File: src/rtl/rtc_bus_bridge.sv
// PicoBlaze port-mapped bridge to a multiplexed address/data RTC bus.
// Commands are queued in a FIFO and each one runs an address phase, a gap and a data phase.
module rtc_bus_bridge #(
    parameter int         DATA_W     = 8,
    parameter logic [7:0] PORT_BASE  = 8'h10,
    parameter int         FIFO_DEPTH = 4,
    parameter int         T_SETUP    = 2,
    parameter int         T_PULSE    = 4,
    parameter int         T_HOLD     = 2,
    parameter int         T_GAP      = 2
) (
    input  logic              clk,
    input  logic              reset,
    input  logic [7:0]        port_id,
    input  logic [DATA_W-1:0] out_port,
    input  logic              write_strobe,
    input  logic              read_strobe,
    output logic [DATA_W-1:0] in_port,
    output logic              rtc_a_d,
    output logic              rtc_cs_n,
    output logic              rtc_rd_n,
    output logic              rtc_wr_n,
    output logic [DATA_W-1:0] rtc_ad_o,
    output logic              rtc_ad_oe,
    input  logic [DATA_W-1:0] rtc_ad_i,
    output logic              done_pulse
);
    localparam int AW      = $clog2(FIFO_DEPTH);
    localparam int ENTRY_W = 2 * DATA_W + 1;
    localparam int CNT_W   = 8;

    localparam logic [CNT_W-1:0] LD_SETUP = CNT_W'(T_SETUP - 1);
    localparam logic [CNT_W-1:0] LD_PULSE = CNT_W'(T_PULSE - 1);
    localparam logic [CNT_W-1:0] LD_HOLD  = CNT_W'(T_HOLD - 1);
    localparam logic [CNT_W-1:0] LD_GAP   = CNT_W'(T_GAP - 1);

    localparam logic [7:0] P_ADDR   = PORT_BASE;
    localparam logic [7:0] P_WDATA  = PORT_BASE + 8'd1;
    localparam logic [7:0] P_CMD    = PORT_BASE + 8'd2;
    localparam logic [7:0] P_STATUS = PORT_BASE + 8'd3;
    localparam logic [7:0] P_RDATA  = PORT_BASE + 8'd4;

    localparam logic [3:0] S_IDLE       = 4'd0;
    localparam logic [3:0] S_ADDR_SETUP = 4'd1;
    localparam logic [3:0] S_ADDR_PULSE = 4'd2;
    localparam logic [3:0] S_ADDR_HOLD  = 4'd3;
    localparam logic [3:0] S_GAP        = 4'd4;
    localparam logic [3:0] S_DATA_SETUP = 4'd5;
    localparam logic [3:0] S_DATA_PULSE = 4'd6;
    localparam logic [3:0] S_DATA_HOLD  = 4'd7;
    localparam logic [3:0] S_DONE       = 4'd8;

    logic [3:0]         state, ns;
    logic [CNT_W-1:0]   cnt, cnt_n;
    logic               pop;
    logic [DATA_W-1:0]  addr_q, wdata_q, rdata_q;
    logic               st_done, st_ovf, st_rdv;
    logic [ENTRY_W-1:0] fifo_mem [FIFO_DEPTH];
    logic [AW:0]        wp, rp;
    logic               full, empty, busy;
    logic               cur_rd, nxt_rd;
    logic [DATA_W-1:0]  cur_addr, cur_wdata, nxt_addr, nxt_wdata;
    logic [ENTRY_W-1:0] head;
    logic               sel_addr, sel_wdata, sel_cmd, sel_status, cmd_push;
    logic [DATA_W-1:0]  status_v, rd_mux;
    logic               nx_a_d, nx_cs_n, nx_rd_n, nx_wr_n, nx_oe;
    logic [DATA_W-1:0]  nx_ad_o;
    logic               unused_read_strobe;

    assign unused_read_strobe = read_strobe;

    assign sel_addr   = write_strobe && (port_id == P_ADDR);
    assign sel_wdata  = write_strobe && (port_id == P_WDATA);
    assign sel_cmd    = write_strobe && (port_id == P_CMD);
    assign sel_status = write_strobe && (port_id == P_STATUS);

    assign empty    = (wp == rp);
    assign full     = (wp[AW] != rp[AW]) && (wp[AW-1:0] == rp[AW-1:0]);
    assign busy     = (state != S_IDLE) || !empty;
    assign cmd_push = sel_cmd && !full;
    assign head     = fifo_mem[rp[AW-1:0]];

    assign status_v = {{(DATA_W-5){1'b0}}, st_rdv, st_ovf, full, busy, st_done};

    always_comb begin
        ns    = state;
        cnt_n = cnt;
        pop   = 1'b0;
        case (state)
            S_IDLE: if (!empty) begin
                pop = 1'b1; ns = S_ADDR_SETUP; cnt_n = LD_SETUP;
            end
            S_ADDR_SETUP: if (cnt == '0) begin ns = S_ADDR_PULSE; cnt_n = LD_PULSE; end
                          else cnt_n = cnt - 1'b1;
            S_ADDR_PULSE: if (cnt == '0) begin ns = S_ADDR_HOLD; cnt_n = LD_HOLD; end
                          else cnt_n = cnt - 1'b1;
            S_ADDR_HOLD:  if (cnt == '0) begin ns = S_GAP; cnt_n = LD_GAP; end
                          else cnt_n = cnt - 1'b1;
            S_GAP:        if (cnt == '0) begin ns = S_DATA_SETUP; cnt_n = LD_SETUP; end
                          else cnt_n = cnt - 1'b1;
            S_DATA_SETUP: if (cnt == '0) begin ns = S_DATA_PULSE; cnt_n = LD_PULSE; end
                          else cnt_n = cnt - 1'b1;
            S_DATA_PULSE: if (cnt == '0) begin ns = S_DATA_HOLD; cnt_n = LD_HOLD; end
                          else cnt_n = cnt - 1'b1;
            S_DATA_HOLD:  if (cnt == '0) begin ns = S_DONE; cnt_n = '0; end
                          else cnt_n = cnt - 1'b1;
            default:      begin ns = S_IDLE; cnt_n = '0; end
        endcase
    end

    // Bus outputs are decoded from the next state so they leave a flop with no decode glitches.
    assign {nxt_rd, nxt_addr, nxt_wdata} = pop ? head : {cur_rd, cur_addr, cur_wdata};

    always_comb begin
        nx_a_d  = 1'b1;
        nx_cs_n = 1'b1;
        nx_rd_n = 1'b1;
        nx_wr_n = 1'b1;
        nx_oe   = 1'b0;
        nx_ad_o = '0;
        case (ns)
            S_ADDR_SETUP, S_ADDR_PULSE, S_ADDR_HOLD: begin
                nx_a_d  = 1'b0;
                nx_cs_n = 1'b0;
                nx_oe   = 1'b1;
                nx_ad_o = nxt_addr;
                nx_wr_n = (ns != S_ADDR_PULSE);
            end
            S_DATA_SETUP, S_DATA_PULSE, S_DATA_HOLD: begin
                nx_cs_n = 1'b0;
                nx_oe   = !nxt_rd;
                nx_ad_o = nxt_rd ? '0 : nxt_wdata;
                nx_rd_n = !((ns == S_DATA_PULSE) && nxt_rd);
                nx_wr_n = !((ns == S_DATA_PULSE) && !nxt_rd);
            end
            default: ;
        endcase
    end

    always_comb begin
        rd_mux = '0;
        case (port_id)
            P_STATUS: rd_mux = status_v;
            P_RDATA:  rd_mux = rdata_q;
            default:  rd_mux = '0;
        endcase
    end

    always_ff @(posedge clk) begin
        if (cmd_push) fifo_mem[wp[AW-1:0]] <= {out_port[0], addr_q, wdata_q};
    end

    always_ff @(posedge clk or posedge reset) begin
        if (reset) begin
            state      <= S_IDLE;
            cnt        <= '0;
            wp         <= '0;
            rp         <= '0;
            cur_rd     <= 1'b0;
            cur_addr   <= '0;
            cur_wdata  <= '0;
            addr_q     <= '0;
            wdata_q    <= '0;
            rdata_q    <= '0;
            st_done    <= 1'b0;
            st_ovf     <= 1'b0;
            st_rdv     <= 1'b0;
            in_port    <= '0;
            rtc_a_d    <= 1'b1;
            rtc_cs_n   <= 1'b1;
            rtc_rd_n   <= 1'b1;
            rtc_wr_n   <= 1'b1;
            rtc_ad_oe  <= 1'b0;
            rtc_ad_o   <= '0;
            done_pulse <= 1'b0;
        end else begin
            state <= ns;
            cnt   <= cnt_n;
            if (pop) begin
                cur_rd    <= nxt_rd;
                cur_addr  <= nxt_addr;
                cur_wdata <= nxt_wdata;
                rp        <= rp + 1'b1;
            end
            if (cmd_push)  wp      <= wp + 1'b1;
            if (sel_addr)  addr_q  <= out_port;
            if (sel_wdata) wdata_q <= out_port;
            if ((state == S_DATA_PULSE) && (cnt == '0) && cur_rd) rdata_q <= rtc_ad_i;
            // Sticky bits: a same-cycle set overrides the firmware clear.
            st_done <= (st_done & ~(sel_status & out_port[0])) | (state == S_DONE);
            st_ovf  <= (st_ovf  & ~(sel_status & out_port[3])) | (sel_cmd & full);
            st_rdv  <= (st_rdv  & ~(sel_status & out_port[4])) | ((state == S_DONE) & cur_rd);
            in_port    <= rd_mux;
            rtc_a_d    <= nx_a_d;
            rtc_cs_n   <= nx_cs_n;
            rtc_rd_n   <= nx_rd_n;
            rtc_wr_n   <= nx_wr_n;
            rtc_ad_oe  <= nx_oe;
            rtc_ad_o   <= nx_ad_o;
            done_pulse <= (state == S_DONE);
        end
    end
endmodule

File: config.mk
export PLATFORM = sky130hd
export DESIGN_NAME = rtc_bus_bridge
export DESIGN_NICKNAME = d
export VERILOG_FILES = /design/src/rtl/rtc_bus_bridge.sv
export SDC_FILE = /design/constraint.sdc
export NUM_CORES = 1
export LEC_CHECK = 0
export BUFFER_PORTS_ARGS = -buffer_cell sky130_fd_sc_hd__buf_2
export CAP_MARGIN = 20
export CORE_ASPECT_RATIO = 0.9
export CORE_UTILIZATION = 42
export DETAILED_ROUTE_END_ITERATION = 16
export SYNTH_ARGS = -nofsm -noshare
export SYNTH_HDL_FRONTEND = slang
export SYNTH_SLANG_ARGS = --single-unit
File: constraint.sdc
create_clock -name clk -period 2.4 [get_ports clk]
set_input_delay 0.24 -clock clk [delete_from_list [all_inputs] [get_ports clk]]
set_output_delay 0.24 -clock clk [all_outputs]
set_load 0.05 [all_outputs]
# Yosys cells after proc, flatten, opt, wreduce, memory -nomap -nowiden
# Memories as Yosys holds them, arrays and structs flattened.
# Cells that the tools add are included.
dict set report word_totals {
  register_bits 84
  ramBits 68
  inputBits 28
  out_inout_bits 22
  elab_cells 114
  n_memories 1
}
# name words word_bits read_ports rd_ports_with_merged_regs write_ports line_no
set memory_table {}
lappend memory_table {fifo_mem 4 17 1 0 1 58} ;# logic [ENTRY_W-1:0] fifo_mem [FIFO_DEPTH];
dict set report classes {
  add_sub_neg 3
  n_eq_ne 24
  muxes 27
  n_bitwise 14
  n_reduce_logical 24
}
# operator count
set op_table {}
lappend op_table {{$eq 8x5->1 const B} 5}
lappend op_table {{$mux 8} 5}
lappend op_table {{$mux 4} 8}
lappend op_table {{$pmux 4 s8} 1}
lappend op_table {{$pmux 8 s2} 2}
lappend op_table {{$pmux 8 s4} 1}
lappend op_table {{$eq 4x3->1 const B} 7}
lappend op_table {{$mux 17} 1}
lappend op_table {{$eq 4x2->1 const B} 4}
lappend op_table {{$logic_and 1x1->1} 10}
lappend op_table {{$and 1x1->1} 8}
lappend op_table {{$eq 4x1->1 const B} 2}
lappend op_table {{$logic_not 8->1} 1}
lappend op_table {{$sub 8x1->8 const B} 1}
lappend op_table {{$mux 1} 7}
lappend op_table {{$add 3x1->3 const B} 2}
lappend op_table {{$reduce_or 3->1} 2}
lappend op_table {{$reduce_or 6->1} 1}
lappend op_table {{$logic_not 1->1} 5}
lappend op_table {{$eq 4x4->1 const B} 1}
lappend op_table {{$logic_not 4->1} 1}
lappend op_table {{$ne 4x2->1 const B} 1}
lappend op_table {{$pmux 1 s2} 2}
lappend op_table {{$reduce_bool 4->1} 1}
lappend op_table {{other kinds (9)} 13}

# Longest topological paths before layout
# Gate-level depths: netlist of the first run.
dict set report depth {
  word_depth 8
  depth_mapped 8
  depth_no_buf 7
}

# Worst setup path before layout of the first run
# No wires, ideal clock.
dict set report synth_timing {
  path_kind {input -> register}
  startpoint {in port_id[5]}
  endpoint {mem fifo_mem[0][0] (netlist bit), enable pin}
  setup_ns 0.391
  arrival_time_ns 2.208
  required_time_ns 2.009
  setup_slack_ns -0.199
  path_stages 5
  path_buffers 1
  cell_sequence {or4b_4 -> nor4b_4 -> nand4bb_1 -> buf_2 -> nor2_1}
}
dict set report synth_between {
  elab_chain_cells 5
}
# item line_no
set synth_rtl {}
lappend synth_rtl {{start: declaration} 14} ;# input logic [7:0] port_id,
lappend synth_rtl {{$eq 8x5->1} 74} ;# assign sel_cmd = write_strobe && (port_id == P_CMD);
lappend synth_rtl {{$logic_and 1x1->1} 74}
lappend synth_rtl {{$logic_and 1x1->1} 80} ;# assign cmd_push = sel_cmd && !full;
lappend synth_rtl {{$mux 1} 150} ;# if (cmd_push) fifo_mem[wp[AW-1:0]] <= {out_port[0], addr_q, wdata_q};
lappend synth_rtl {{$mux 1 (not written as such)} 150}
lappend synth_rtl {{end: declaration} 58}
# No other way between the ends.

# Worst setup path in the final report of the first run
dict set report layout_timing {
  startpoint {reg state[1]}
  endpoint {reg rtc_ad_o[4]}
}
dict set report layout_between {
  elab_chain_cells 5
  word_cells_on_any_way 29
  cone_classes {eq/ne: 13; mux: 13; reduce/logical: 3}
}
# item line_no
set layout_rtl {}
lappend layout_rtl {{start: declaration} 53} ;# logic [3:0] state, ns;
lappend layout_rtl {{start signal: assignment} 177} ;# state <= ns;
lappend layout_rtl {{$eq 4x3->1 (tied with other cells)} 89} ;# case (state)
lappend layout_rtl {{$pmux 4 s8 / $mux 1 (equally long branches)} 89}
lappend layout_rtl {{$eq 4x3->1 (tied with other cells)} 121} ;# case (ns)
lappend layout_rtl {{$reduce_or 3->1 (tied with other cells)} --}
lappend layout_rtl {{$pmux 8 s2 (*)} 121}
lappend layout_rtl {{net nx_ad_o[4]} 67} ;# logic [DATA_W-1:0] nx_ad_o;
lappend layout_rtl {{end signal: assignment} 199} ;# rtc_ad_o <= nx_ad_o;
lappend layout_rtl {{end: declaration} 23} ;# output logic [DATA_W-1:0] rtc_ad_o,
# The timed path passes the listed nets; every way through them passes the cells marked *.
# A chain may end at the register's enable or synchronous reset.

==> results of run 1 <==
[worst min-delay path by stage]
stage,start,cells after the start,endpoint
floorplan,out_port[0],0,fifo_mem[0][16]
global placement,reset,2,rdata_q[3]
detailed placement,reset,2,rdata_q[5]
CTS,rtc_ad_i[7],2,rdata_q[7]
global route,rtc_ad_i[6],2,rdata_q[6]
finish,rtc_ad_i[7],2,rdata_q[7]
[cell families (layout without fill, tap and decap cells)]
| group | after synthesis | in the layout | synth area share |
|---|---|---|---|
| DFF | 152 | 152 | 0.680 |
| and+or+nand+nor | 78 | 78 | 0.0744 |
| buffers and inverters | 40 | 130 | 0.0283 |
| AOI/OAI and AO/OA | 32 | 32 | 0.0373 |
| muxes | 63 | 63 | 0.146 |
| adders and majority gates | 6 | 6 | 0.0123 |
| xor gates and xnor gates | 14 | 14 | 0.0225 |
[cell usage in the layout (no fill, tap or decap), types with 2 or more instances in the layout]
cell type  instances
o22ai_1           10
mux2_2            25
nand2_2            2
o21ai_0            4
nand4_1            4
clkinv_1           2
xor2_1             6
mux4_2            16
nand3_1            9
or3_1              3
dfrtp_1           80
a22o_1             6
and4_1             2
dfstp_2            4
mux2_4             2
inv_6              4
edfxtp_1          68
inv_1             26
ha_1               6
nand2_1           11
nor2_1            22
nor4_1             4
a21oi_1            3
nor3_1             4
buf_4             18
xnor2_2            2
and2_1             6
buf_12             4
clkinv_2           3
buf_2             48
clkinv_4           4
mux2i_1           19
xnor2_1            6
clkbuf_16         17
[flip-flops by register name (all words and copies together) (netlist names), 3 cells and up]
name and count:
in_port 8, addr_q 8, cur_addr 8, cnt 8, rp 3, cur_wdata 8
state 4, rtc_ad_o 8, wp 3, fifo_mem 68, rdata_q 8, wdata_q 8
[repair_timing]
action / CTS / global route
hold buffers: 1 / 0
setup buffers: 0 / 0
endpoints found under the setup margin: 0 / 18
endpoints found under the hold margin: 27 / 0
gates resized for setup: 0 / 2
[metrics by stage]
step                TNS (ns)  utilization
detailed placement         0        0.477
finish                     0        0.518
global placement           0        0.477
floorplan             -10.15            -
global route               0        0.518
CTS                        0        0.517
[where the power goes]
group          internal (mW)  switching [mW]
Sequential              3.14           0.226
Clock                   1.43            1.04
Combinational          0.950            1.42
Total                   5.52            2.68
[metal layers]
layer | routed length [um] | GRT usage
met5 | 0 | 0
met4 | 141 | 0.0682
met3 | 331 | 0.0440
met2 | 5090 | 0.237
met1 | 5220 | 0.216
[layout make-up]
cell class / count / area (sq um)
fillers: 1167 / 6810
clock buffers: 18 / 429
clock inverters: 14 / 125
flip-flops and latches: 152 / 4150
well taps: 193 / 241
multi-input cells: 193 / 1790
inverters: 27 / 103
repair buffers: 71 / 465
==> results.json, run 1 <==
{
  "first_iter_violations": 288,
  "hold_ws_ns": 0.0509,
  "nets": 496,
  "r2r-end": "rtc_ad_o[4]",
  "diodes": 0,
  "syn-cell-area_sq_um": 6100,
  "ant_nets": 0,
  "dieHeight_um": 116,
  "grt_setup_unrepaired": "no",
  "yosys.area.top_type": "edfxtp_1",
  "drive_gt1_frac": 0.335,
  "critPathLaunch": "state[1]",
  "setup_viol": 0,
  "cp_max_fo": 9,
  "power_mw": 8.20,
  "final_hold_viol_count": 0,
  "cts_tree": "done",
  "tightest_slew_ns": 0.573,
  "viasPerCell": 4.94,
  "grt_overflow_total": 0,
  "slew_viol_final": 0,
  "dieArea_sq_um": 15000,
  "vias": 3303,
  "synth_area_per_cell_sq_um": 15.9,
  "antenna_found_initial": 0,
  "cts_buffer_depth": 2,
  "reg2reg_from": "state[1]",
  "gp_congestion": 0.855,
  "critPathBufInv": 0,
  "reg2reg_depth": 5,
  "slowest_stage": "or4_1",
  "hpwl_um": 7220,
  "grt_pass1_wl_um": 17100,
  "maxCapViolCount": 0,
  "synth.most_common_cell": "dfrtp_1",
  "final_area_sq_um": 7300,
  "yosysWarnings": 0,
  "crit_path_end_kind": "flop",
  "synthFlopType": "dfrtp_1",
  "timing.fmax_ghz": 0.446,
  "hold_class": "in -> reg",
  "avgRoutedWirePerCell_um": 16.1,
  "core-area_sq_um": 14100,
  "synthArstFlopShare": 0.553,
  "crit_cells": 5,
  "criticalPathCategory": "reg -> reg",
  "grt_pass1_vias": 3196,
  "power_density_nw_per_um2": 1120,
  "stdcell_count": 668,
  "cp.required_ns": 2.72,
  "syn_nets": 419,
  "place_area_sq_um": 6730,
  "cts_root_buf": "clkbuf_16",
  "arrival_ns": 2.56,
  "ys_seq_area_frac": 0.680,
  "cts_sinks": 152,
  "grt_start_max_net_pins": 38,
  "insertion_delay_ns": 0.42,
  "ys_ff_latch": 152,
  "dp.cells": 635,
  "yosys-top-cells-area": "edfxtp_1 33%, dfrtp_1 33%, mux4_2 5.9%",
  "drt-total-wl_um": 10800,
  "critical_path.startpoint_type": "flop",
  "area_growth_pct": 19.6,
  "ff2ff_setup_slack_ns": 0.16,
  "critPathCapture": "rtc_ad_o[4]",
  "htreeDepth": 4,
  "final.min_clock_period_ns": 2.24,
  "worstPathCellList": "or4_1 > a31oi_2 > mux2_4 > a311o_2 > o22ai_1",
  "synthDominantCellAreaShare": 0.334,
  "layout_setup_ws_ns": 0.160,
  "place_ws_ns": 0.0861,
  "num_rows": 41,
  "port_buffers": 48,
  "ioPinCount": 50,
  "synth_cell_type_count": 51,
  "netlist_instances": 385,
  "slew_headroom": 0.618,
  "numCtsBuffers": 17,
  "initial_core_util": 0.433,
  "status": "finished clean",
  "finalClockSkew_ns": 0.0119,
  "p_leak_nw": 3.08,
  "max_stage_delay_ns": 0.58,
  "first_pass_iters": 4,
  "crit_family": "compound AO/OA/AOI/OAI gates",
  "ys_top_cells_by_count": "80 x dfrtp_1, 68 x edfxtp_1, 27 x inv_1",
  "drc": 0,
  "synth-edff-count": 68,
  "clk_pin_slew_worst_paths_ns": 0.06,
  "die_w_um": 129,
  "ir_worst_vdd_mv": 0.521,
  "post-route-period-util": 0.933,
  "grt_usage": 0.158
}
No activity file was read; power rests on OpenSTA's default activity.
==> inputs of run 2 (changes only) <==
- SETUP_SLACK_MARGIN: not set -> 0.5
==> run 2 against run 1 <==
Compared with the run above:
- non-clock buffer count increased by 17
- critical endpoint is now rtc_ad_o[1]
- routed wire length rose by 9.7%
- clock-buffer cell count up 3
- first-iteration DRC count is 34% lower
==> results.json, run 2 (same netlist as run 1, synthesis figures left out) <==
{
  "status": "finished clean",
  "slew_viol_final": 0,
  "finalClockSkew_ns": 0.00769,
  "critPathBufInv": 0,
  "slew_headroom": 0.548,
  "first_iter_violations": 191,
  "cts_root_buf": "clkbuf_16",
  "cts_sinks": 152,
  "tightest_slew_ns": 0.676,
  "setup_tns_ns": 0,
  "htreeDepth": 4,
  "timing.fmax_ghz": 0.464,
  "critPathLaunch": "state[3]",
  "grt_pass1_wl_um": 18400,
  "power_density_nw_per_um2": 1140,
  "die_w_um": 129,
  "n_fill_cell": 1188,
  "arrival_ns": 2.50,
  "antenna_found_initial": 0,
  "maxCapViolCount": 0,
  "numCtsBuffers": 17,
  "first_pass_iters": 6,
  "ff2ff_setup_slack_ns": 0.25,
  "core-area_sq_um": 14100,
  "diodes": 0,
  "dieHeight_um": 116,
  "slowest_stage": "or4_4",
  "viasPerCell": 5.03,
  "worstPathCellList": "or4_4 > a31oi_4 > mux2_4 > a311o_2 > o22ai_1",
  "nets": 514,
  "r2r-end": "rtc_ad_o[1]",
  "reg2reg_from": "state[3]",
  "final_hold_viol_count": 0,
  "p_leak_nw": 3.22,
  "hold_class": "in -> reg",
  "multi_input_area_sq_um": 1950,
  "cts_buffer_depth": 2,
  "crit_path_end_kind": "flop",
  "cts_tree": "done",
  "final_cell_mix": "77 x dfrtp_1, 68 x edfxtp_1, 48 x buf_2, 29 x buf_4",
  "initial_core_util": 0.433,
  "cp.required_ns": 2.74,
  "port_buffers": 48,
  "grt_pass1_vias": 3450,
  "final_area_sq_um": 7700,
  "setup_viol": 0,
  "clk_pin_slew_worst_paths_ns": 0.06,
  "critPathCapture": "rtc_ad_o[1]",
  "largest_reg_flops": 68,
  "drive_gt1_frac": 0.410,
  "grt_start_max_net_pins": 37,
  "hpwl_um": 7260,
  "critical_path.startpoint_type": "flop",
  "drc": 0,
  "ir_worst_vdd_mv": 0.655,
  "place_area_sq_um": 6780,
  "drt-total-wl_um": 11800,
  "dieArea_sq_um": 15000,
  "ant_nets": 0,
  "grt_setup_unrepaired": "yes",
  "crit_family": "compound AO/OA/AOI/OAI gates",
  "avgRoutedWirePerCell_um": 17.2,
  "grt_usage": 0.173,
  "num_rows": 41,
  "criticalPathCategory": "reg -> reg",
  "ioPinCount": 50,
  "layout_commonest_cell": "dfrtp_1",
  "crit_cells": 5,
  "post-route-period-util": 0.897,
  "max_stage_delay_ns": 0.56,
  "cp_max_fo": 5,
  "area_growth_pct": 26.1,
  "vias": 3454,
  "final.min_clock_period_ns": 2.15,
  "insertion_delay_ns": 0.42,
  "register_area_sq_um": 4150,
  "reg2reg_depth": 5,
  "grt_overflow_total": 0,
  "gp_congestion": 0.783
}
[run 2: how the worst min path moves through the flow]
| stage | cells past startpoint | from | to |
|---|---|---|---|
| after floorplan | 0 | out_port[0] | fifo_mem[0][16] |
| after global placement | 2 | reset | rtc_ad_o[6] |
| after detailed placement | 2 | reset | rtc_ad_o[2] |
| after CTS | 2 | rtc_ad_i[2] | rdata_q[2] |
| after global routing | 2 | rtc_ad_i[2] | rdata_q[2] |
| final | 2 | rtc_ad_i[2] | rdata_q[2] |
[run 2: worst register-to-register path, stage by stage (launching register included)]
cell and delay (ns):
dfrtp_1 0.37, or4_4 0.56, a31oi_4 0.19, mux2_4 0.34
a311o_2 0.42, o22ai_1 0.19
[run 2: power by group]
part / switching, mW / internal (mW)
Clock: 1.06 / 1.59
Combinational: 1.57 / 1.18
Sequential: 0.249 / 3.14
[run 2: metrics by stage]
stage	total power, mW	instances	setup WS [ns]	hold WS [ns]	util
3_5_place_dp	5.85	635	0.105	0.371	0.481
5_1_grt	9.24	686	0.215	0.0343	0.546
2_1_floorplan	5.27	385	0.0740	0.339	-
6_report	8.79	686	0.247	0.0453	0.546
4_1_cts	8.67	677	0.209	0.0303	0.534
3_3_place_gp	5.80	635	0.117	0.364	0.481
[run 2: area by class of cell]
type	instances	share of cell area
sequential	152	0.540
multi-input combinational	194	0.253
timing repair buffer	88	0.0847
clock buffer	21	0.0639
tap	193	0.0314
clock inverter	11	0.0140
inverter	27	0.0137
[run 2: routing by layer]
layer / share of wire / wire length (um) / GRT usage / up-vias
met2: 0.48 / 5720 / 0.264 / 51
li1: - / - / - / 1621
met4: 0.0084 / 99 / 0.0518 / 0
met5: 0 / 0 / 0 / -
met3: 0.036 / 422 / 0.0577 / 11
met1: 0.47 / 5590 / 0.237 / 1771
[run 2: what timing repair did]
action | in CTS | in global routing
endpoints found under the hold margin | 25 | 0
setup endpoints to repair | 107 | 111
pin swaps | 8 | 8
buffers inserted | 7 | 8
resized for setup | 10 | 21
gates cloned | 2 | 1
hold buffers | 1 | 0
